<file path="src/rtl/hazard_forward_unit_if.sv">
// rtl/hazard_forward_unit_if.sv - decode-side fields in, forwarding/stall/flush controls out
interface hazard_forward_unit_if #(
  parameter int CNT_W = 16
);
  logic [4:0]       Rs1D;
  logic [4:0]       Rs2D;
  logic [4:0]       RdD;
  logic             RegWriteD;
  logic             ResultSrcD;
  logic             PCSrcE;
  logic [1:0]       ForwardAE;
  logic [1:0]       ForwardBE;
  logic             StallF;
  logic             StallD;
  logic             FlushD;
  logic             FlushE;
  logic [CNT_W-1:0] stall_count;
  logic [CNT_W-1:0] flush_count;

  modport master (
    output Rs1D, Rs2D, RdD, RegWriteD, ResultSrcD, PCSrcE,
    input  ForwardAE, ForwardBE, StallF, StallD, FlushD, FlushE, stall_count, flush_count
  );

  modport slave (
    input  Rs1D, Rs2D, RdD, RegWriteD, ResultSrcD, PCSrcE,
    output ForwardAE, ForwardBE, StallF, StallD, FlushD, FlushE, stall_count, flush_count
  );
endinterface

</file>
<file path="src/rtl/hazard_forward_unit.sv">
// rtl/hazard_forward_unit.sv - shadow E/M/W scoreboard driving forwarding, load-use stall and branch flush
module hazard_forward_unit #(
  parameter int BRANCH_FLUSH_CYCLES = 2,
  parameter int CNT_W               = 16
) (
  input  logic                 clk,
  input  logic                 rst,
  hazard_forward_unit_if.slave bus
);
  localparam int FC_W = (BRANCH_FLUSH_CYCLES > 1) ? $clog2(BRANCH_FLUSH_CYCLES) : 1;

  typedef enum logic {RUN, FLUSH} state_t;

  state_t           r_state;
  logic [FC_W-1:0]  r_fcnt;
  logic [4:0]       r_e_rs1;
  logic [4:0]       r_e_rs2;
  logic [4:0]       r_e_rd;
  logic             r_e_rw;
  logic             r_e_ld;
  logic [4:0]       r_m_rd;
  logic             r_m_rw;
  logic [4:0]       r_w_rd;
  logic             r_w_rw;
  logic [CNT_W-1:0] r_stall_cnt;
  logic [CNT_W-1:0] r_flush_cnt;

  logic       w_lw;
  logic       w_branch;
  logic       w_stall;
  logic       w_flush_e;
  logic [1:0] w_fwd_a;
  logic [1:0] w_fwd_b;

  function automatic logic [1:0] fwd_sel(input logic [4:0] rs, input logic [4:0] m_rd,
                                         input logic m_rw, input logic [4:0] w_rd,
                                         input logic w_rw);
    if (m_rw && m_rd != 5'd0 && m_rd == rs)
      return 2'b01;
    if (w_rw && w_rd != 5'd0 && w_rd == rs)
      return 2'b10;
    return 2'b00;
  endfunction

  assign w_fwd_a = fwd_sel(r_e_rs1, r_m_rd, r_m_rw, r_w_rd, r_w_rw);
  assign w_fwd_b = fwd_sel(r_e_rs2, r_m_rd, r_m_rw, r_w_rd, r_w_rw);

  assign w_lw = r_e_ld && r_e_rw && (r_e_rd != 5'd0) &&
                ((r_e_rd == bus.Rs1D) || (r_e_rd == bus.Rs2D));

  // A branch discards the dependent instruction, so flush always beats stall.
  assign w_branch  = bus.PCSrcE || (r_state == FLUSH);
  assign w_stall   = !w_branch && w_lw;
  assign w_flush_e = w_branch || w_lw;

  assign bus.ForwardAE   = rst ? 2'b00 : w_fwd_a;
  assign bus.ForwardBE   = rst ? 2'b00 : w_fwd_b;
  assign bus.StallF      = !rst && w_stall;
  assign bus.StallD      = !rst && w_stall;
  assign bus.FlushD      = !rst && w_branch;
  assign bus.FlushE      = !rst && w_flush_e;
  assign bus.stall_count = r_stall_cnt;
  assign bus.flush_count = r_flush_cnt;

  always_ff @(posedge clk or posedge rst) begin
    if (rst) begin
      r_state     <= RUN;
      r_fcnt      <= '0;
      r_e_rs1     <= '0;
      r_e_rs2     <= '0;
      r_e_rd      <= '0;
      r_e_rw      <= 1'b0;
      r_e_ld      <= 1'b0;
      r_m_rd      <= '0;
      r_m_rw      <= 1'b0;
      r_w_rd      <= '0;
      r_w_rw      <= 1'b0;
      r_stall_cnt <= '0;
      r_flush_cnt <= '0;
    end else begin
      r_w_rd <= r_m_rd;
      r_w_rw <= r_m_rw;
      r_m_rd <= r_e_rd;
      r_m_rw <= r_e_rw;
      if (w_flush_e) begin
        r_e_rs1 <= '0;
        r_e_rs2 <= '0;
        r_e_rd  <= '0;
        r_e_rw  <= 1'b0;
        r_e_ld  <= 1'b0;
      end else begin
        r_e_rs1 <= bus.Rs1D;
        r_e_rs2 <= bus.Rs2D;
        r_e_rd  <= bus.RdD;
        r_e_rw  <= bus.RegWriteD;
        r_e_ld  <= bus.ResultSrcD;
      end

      // The PCSrcE cycle is the first flush cycle; FLUSH covers the remaining ones.
      if (bus.PCSrcE) begin
        r_fcnt  <= FC_W'(BRANCH_FLUSH_CYCLES - 1);
        r_state <= (BRANCH_FLUSH_CYCLES > 1) ? FLUSH : RUN;
      end else if (r_state == FLUSH) begin
        r_fcnt <= r_fcnt - 1'b1;
        if (r_fcnt == FC_W'(1))
          r_state <= RUN;
      end

      if (w_stall && r_stall_cnt != '1)
        r_stall_cnt <= r_stall_cnt + 1'b1;
      if (w_flush_e && !w_stall && r_flush_cnt != '1)
        r_flush_cnt <= r_flush_cnt + 1'b1;
    end
  end
endmodule
</file>
<file path="src/flat_wrapper.sv">
// flat-port wrapper written by rule: the top's interface ports become plain ports
module hazard_forward_unit_flat 
#(
  parameter int BRANCH_FLUSH_CYCLES = 2,
  parameter int CNT_W               = 16
)
  (clk, rst, bus_Rs1D, bus_Rs2D, bus_RdD, bus_RegWriteD, bus_ResultSrcD, bus_PCSrcE, bus_ForwardAE, bus_ForwardBE, bus_StallF, bus_StallD, bus_FlushD, bus_FlushE, bus_stall_count, bus_flush_count);
  hazard_forward_unit_if #(.CNT_W(CNT_W)) bus_i ();
  input  logic clk;
  input  logic rst;
  input wire logic [$bits(bus_i.Rs1D)-1:0] bus_Rs1D;
  input wire logic [$bits(bus_i.Rs2D)-1:0] bus_Rs2D;
  input wire logic [$bits(bus_i.RdD)-1:0] bus_RdD;
  input wire logic [$bits(bus_i.RegWriteD)-1:0] bus_RegWriteD;
  input wire logic [$bits(bus_i.ResultSrcD)-1:0] bus_ResultSrcD;
  input wire logic [$bits(bus_i.PCSrcE)-1:0] bus_PCSrcE;
  output wire logic [$bits(bus_i.ForwardAE)-1:0] bus_ForwardAE;
  output wire logic [$bits(bus_i.ForwardBE)-1:0] bus_ForwardBE;
  output wire logic [$bits(bus_i.StallF)-1:0] bus_StallF;
  output wire logic [$bits(bus_i.StallD)-1:0] bus_StallD;
  output wire logic [$bits(bus_i.FlushD)-1:0] bus_FlushD;
  output wire logic [$bits(bus_i.FlushE)-1:0] bus_FlushE;
  output wire logic [$bits(bus_i.stall_count)-1:0] bus_stall_count;
  output wire logic [$bits(bus_i.flush_count)-1:0] bus_flush_count;
  assign bus_i.Rs1D = bus_Rs1D;
  assign bus_i.Rs2D = bus_Rs2D;
  assign bus_i.RdD = bus_RdD;
  assign bus_i.RegWriteD = bus_RegWriteD;
  assign bus_i.ResultSrcD = bus_ResultSrcD;
  assign bus_i.PCSrcE = bus_PCSrcE;
  assign bus_ForwardAE = bus_i.ForwardAE;
  assign bus_ForwardBE = bus_i.ForwardBE;
  assign bus_StallF = bus_i.StallF;
  assign bus_StallD = bus_i.StallD;
  assign bus_FlushD = bus_i.FlushD;
  assign bus_FlushE = bus_i.FlushE;
  assign bus_stall_count = bus_i.stall_count;
  assign bus_flush_count = bus_i.flush_count;
  hazard_forward_unit #(.BRANCH_FLUSH_CYCLES(BRANCH_FLUSH_CYCLES), .CNT_W(CNT_W)) u_core (.clk(clk), .rst(rst), .bus(bus_i));
endmodule
</file>
<file path="config.mk">
export PLATFORM = sky130hd
export DESIGN_NAME = hazard_forward_unit_flat
export DESIGN_NICKNAME = d
export VERILOG_FILES = /design/src/rtl/hazard_forward_unit_if.sv /design/src/rtl/hazard_forward_unit.sv /design/src/flat_wrapper.sv
export SDC_FILE = /design/constraint.sdc
export NUM_CORES = 1
export LEC_CHECK = 0
export ABC_AREA = 1
export CORE_MARGIN = 3
export CORE_UTILIZATION = 51
export CTS_BUF_LIST = sky130_fd_sc_hd__clkbuf_4 sky130_fd_sc_hd__clkbuf_8
export DETAILED_ROUTE_END_ITERATION = 10
export HOLD_SLACK_MARGIN = 0.02
export PLACE_DENSITY = 0.78
export SLEW_MARGIN = 25
export SYNTH_ARGS = -nofsm -noshare
export SYNTH_HDL_FRONTEND = slang
export SYNTH_SLANG_ARGS = --single-unit
</file>
<file path="constraint.sdc">
create_clock -name clk -period 3 [get_ports clk]
set_clock_uncertainty 0.05 [all_clocks]
set_input_delay 0.75 -clock clk [delete_from_list [all_inputs] [get_ports clk]]
set_output_delay 0.75 -clock clk [all_outputs]
set_load 0.02 [all_outputs]
</file>
==> flow_metrics.py <==
metrics = {
    "worst_setup_path": {
        "arrival_ns": 2.11,
        "critPathMostFrequentCell": "nand2_1",
        "cp-end-kind": "output port",
        "cp_top_family": "buffers and inverters",
        "slowest_stage": "clkdlybuf4s50_1",
        "setup.worst_path.class": "in -> out",
        "r2r_slack_ns": 1.14,
        "r2r_end": "u_core.bus.stall_count[9]$_DFFE_PP0P_",
        "worstPathCellList": "clkdlybuf4s50_1 -> inv_1 -> nand2_1 -> nand2_1 -> nor2_2 -> nand3_2 -> nand2_4 -> nand3_4 -> nor2_1 -> buf_2",
        "crit_fanout": 3,
        "cpPeakStageDelay_ns": 0.48,
        "required_ns": 2.20,
        "start_kind": "input pin",
        "worst-path-buf-inv": 3,
        "reg2regPathDepth": 9,
        "worstReg2RegStart": "u_core.r_e_rd[1]$_DFF_PP0_",
    },
    "sta": {
        "period_share_pct": 96.9,
        "rsz0062_at_grt": "yes",
        "drv_slew": 0,
        "period_minus_slack_ns": 2.91,
        "hold_viol_final": 0,
        "tightest_slew_ns": 0.491,
        "fmax_mhz": 344,
        "finalSetupViolCount": 0,
        "max_slew_margin_pct": 67.2,
    },
    "detailed_routing": {
        "drc": 0,
        "drtIter0Drc": 116,
        "ant_nets": 0,
        "routed_via_density": 5.20,
        "num_vias": 2984,
        "wirelength_mm": 7.84,
        "wl_per_cell_um": 13.7,
        "first_pass_iters": 4,
    },
    "clock_tree": {
        "h-tree-depth": 3,
        "cts.sinks": 63,
        "cts_buffer_depth": 2,
        "clk_latency_ns": 0.33,
        "root_buffer": "clkbuf_8",
        "cts_tree": "built",
        "holdBufCountCts": 0,
        "cts_buffers": 9,
        "path_clk_slew_ns": 0.06,
    },
    "synthesis": {
        "syn-mean-instance-area_sq_um": 8.29,
        "syn_nets": 436,
        "synth_area_sq_um": 3430,
        "ys.flop_type": "dfrtp_1",
        "synth.largest_area_cell": "dfrtp_1",
        "synth_common_cells": "nand2_1, dfrtp_1, nor2_1",
        "synth_edf_count": 0,
        "syn_inst": 414,
        "ys_async_sr_fraction_pct": 100,
        "ys_seq_area_share_pct": 45.9,
        "yosys.area.top_type_share_pct": 45.9,
        "synth.most_common_cell": "nand2_1",
        "synth_seq_cells": 63,
        "ys_top_cells_by_area": "dfrtp_1, nand2_1, nor2_1",
        "yosysWarnings": 0,
        "ys_types": 35,
    },
    "placement": {
        "place_hpwl_mm": 5.90,
        "dp_cells": 561,
        "place_congestion": 0.882,
        "io_buffer_count": 59,
    },
    "global_routing": {
        "grt_pass1_wl_mm": 13.5,
        "antenna_found_initial": 0,
        "overflow": 0,
        "grt_max_degree": 25,
        "grtUsageTotal_pct": 22.5,
        "first_global_vias": 2952,
    },
    "floorplanning": {
        "rows": 29,
        "fp.dieW_um": 88.0,
        "core_area_sq_um": 6420,
        "fp.dieH_um": 88.0,
        "die_area_sq_um": 7750,
        "initial_core_util_pct": 53.4,
        "io_pins": 60,
    },
    "power": {
        "finalPower_w": 0.00221,
        "peakVddDrop_v": 0.000436,
        "leakage_nw": 2.16,
        "p_per_area_nw_per_um2": 506,
    },
    "outcome": {
        "status": "finished clean",
    },
    "final_layout": {
        "area_delta_synth_final_pct": 27.4,
        "nets": 517,
        "n_antenna_cell": 0,
        "final_util_pct": 68.1,
        "layout-drive-gt1-share_pct": 15.9,
        "fillers": 510,
        "layout.cells.non_filler": 574,
    },
    "hold_path": {
        "min_from": "u_core.r_e_rw$_DFF_PP0_",
        "min_to": "u_core.r_m_rw$_DFF_PP0_",
        "hold_depth": 0,
        "hold_path_class": "reg -> reg",
    },
    "job": {
        "max-cap-violations": 0,
    },
}
[what timing repair did]
item,CTS,global route
pin swaps,0,3
setup buffers,0,0
resized for setup,16,7
endpoints found under the setup margin,7,4
[power breakdown]
part / internal (W) / total [W] / switching [W]
sequential: 0.000932 / 0.00104 / 0.000110
clock: 0.000315 / 0.000611 / 0.000297
combinational: 0.000254 / 0.000558 / 0.000303
[layout make-up]
type / instances / area, sq um / share of cell area [%]
multi-input combinational: 292 / 1610 / 36.7
sequential: 63 / 1580 / 36.1
timing repair buffer: 77 / 738 / 16.9
inverter: 52 / 200 / 4.58
clock buffer: 11 / 145 / 3.32
tap: 77 / 96.3 / 2.20
clock inverter: 2 / 10.0 / 0.229
[registers in the layout, indices dropped and copies added, names as in the netlist]
| name | count |
|---|---|
| u_core.r_e_ld | 1 |
| u_core.r_w_rw | 1 |
| u_core.r_m_rd | 5 |
| u_core.r_state | 1 |
| u_core.r_e_rs1 | 5 |
| u_core.r_fcnt | 1 |
| u_core.bus.stall_count | 16 |
| u_core.r_e_rw | 1 |
| u_core.bus.flush_count | 16 |
| u_core.r_e_rd | 5 |
| u_core.r_m_rw | 1 |
| u_core.r_e_rs2 | 5 |
| u_core.r_w_rd | 5 |
[layout by cell type (no fill, tap or decap), drive strengths merged, types with 11 or more instances in the layout]
master and count:
nor2 58, nand4 12, nand2 121, inv 52, buf 21, dfrtp 63, xor2 24, clkdlybuf4s50 50
clkbuf 11, xnor2 18, nand3 21, nor3 11
[cells by family (layout without fill, tap and decap cells)]
group	after synthesis	in the layout	share of synthesized area, %
AOI/OAI and AO/OA	17	17	3.57
xor gates and xnor gates	42	42	10.7
adders and majority gates	2	2	0.729
buffers and inverters	59	142	7.62
DFF	63	63	45.9
and+or+nand+nor	231	231	31.4
[per-layer routing]
layer	GRT usage [%]	wire length (um)
met5	0	0
met4	7.55	123
met3	6.68	460
met2	35.5	3850
met1	29.9	3400
[through the flow]
step	hold WS (ns)	instance area, sq um	TNS (ns)	setup slack [ns]
5_1_grt	0.355	4370	-0.0679	-0.0267
2_1_floorplan	0.298	3430	0	0.392
6_report	0.344	4370	0	0.0918
4_1_cts	0.350	4350	0	0.0280
3_5_place_dp	0.325	4220	-1.47	-0.404
3_3_place_gp	0.322	4220	-1.32	-0.323
[worst max path at each step]
stage	start	to	cells after the start
2_1_floorplan	bus_Rs2D[3]	bus_StallF	9
3_3_place_gp	bus_Rs2D[0]	bus_FlushE	10
3_5_place_dp	bus_Rs1D[0]	bus_StallD	10
4_1_cts	bus_PCSrcE	bus_FlushD	5
5_1_grt	bus_Rs1D[4]	bus_StallD	10
6_report	bus_Rs1D[4]	bus_StallD	10
No activity file was read; power rests on OpenSTA's default activity.
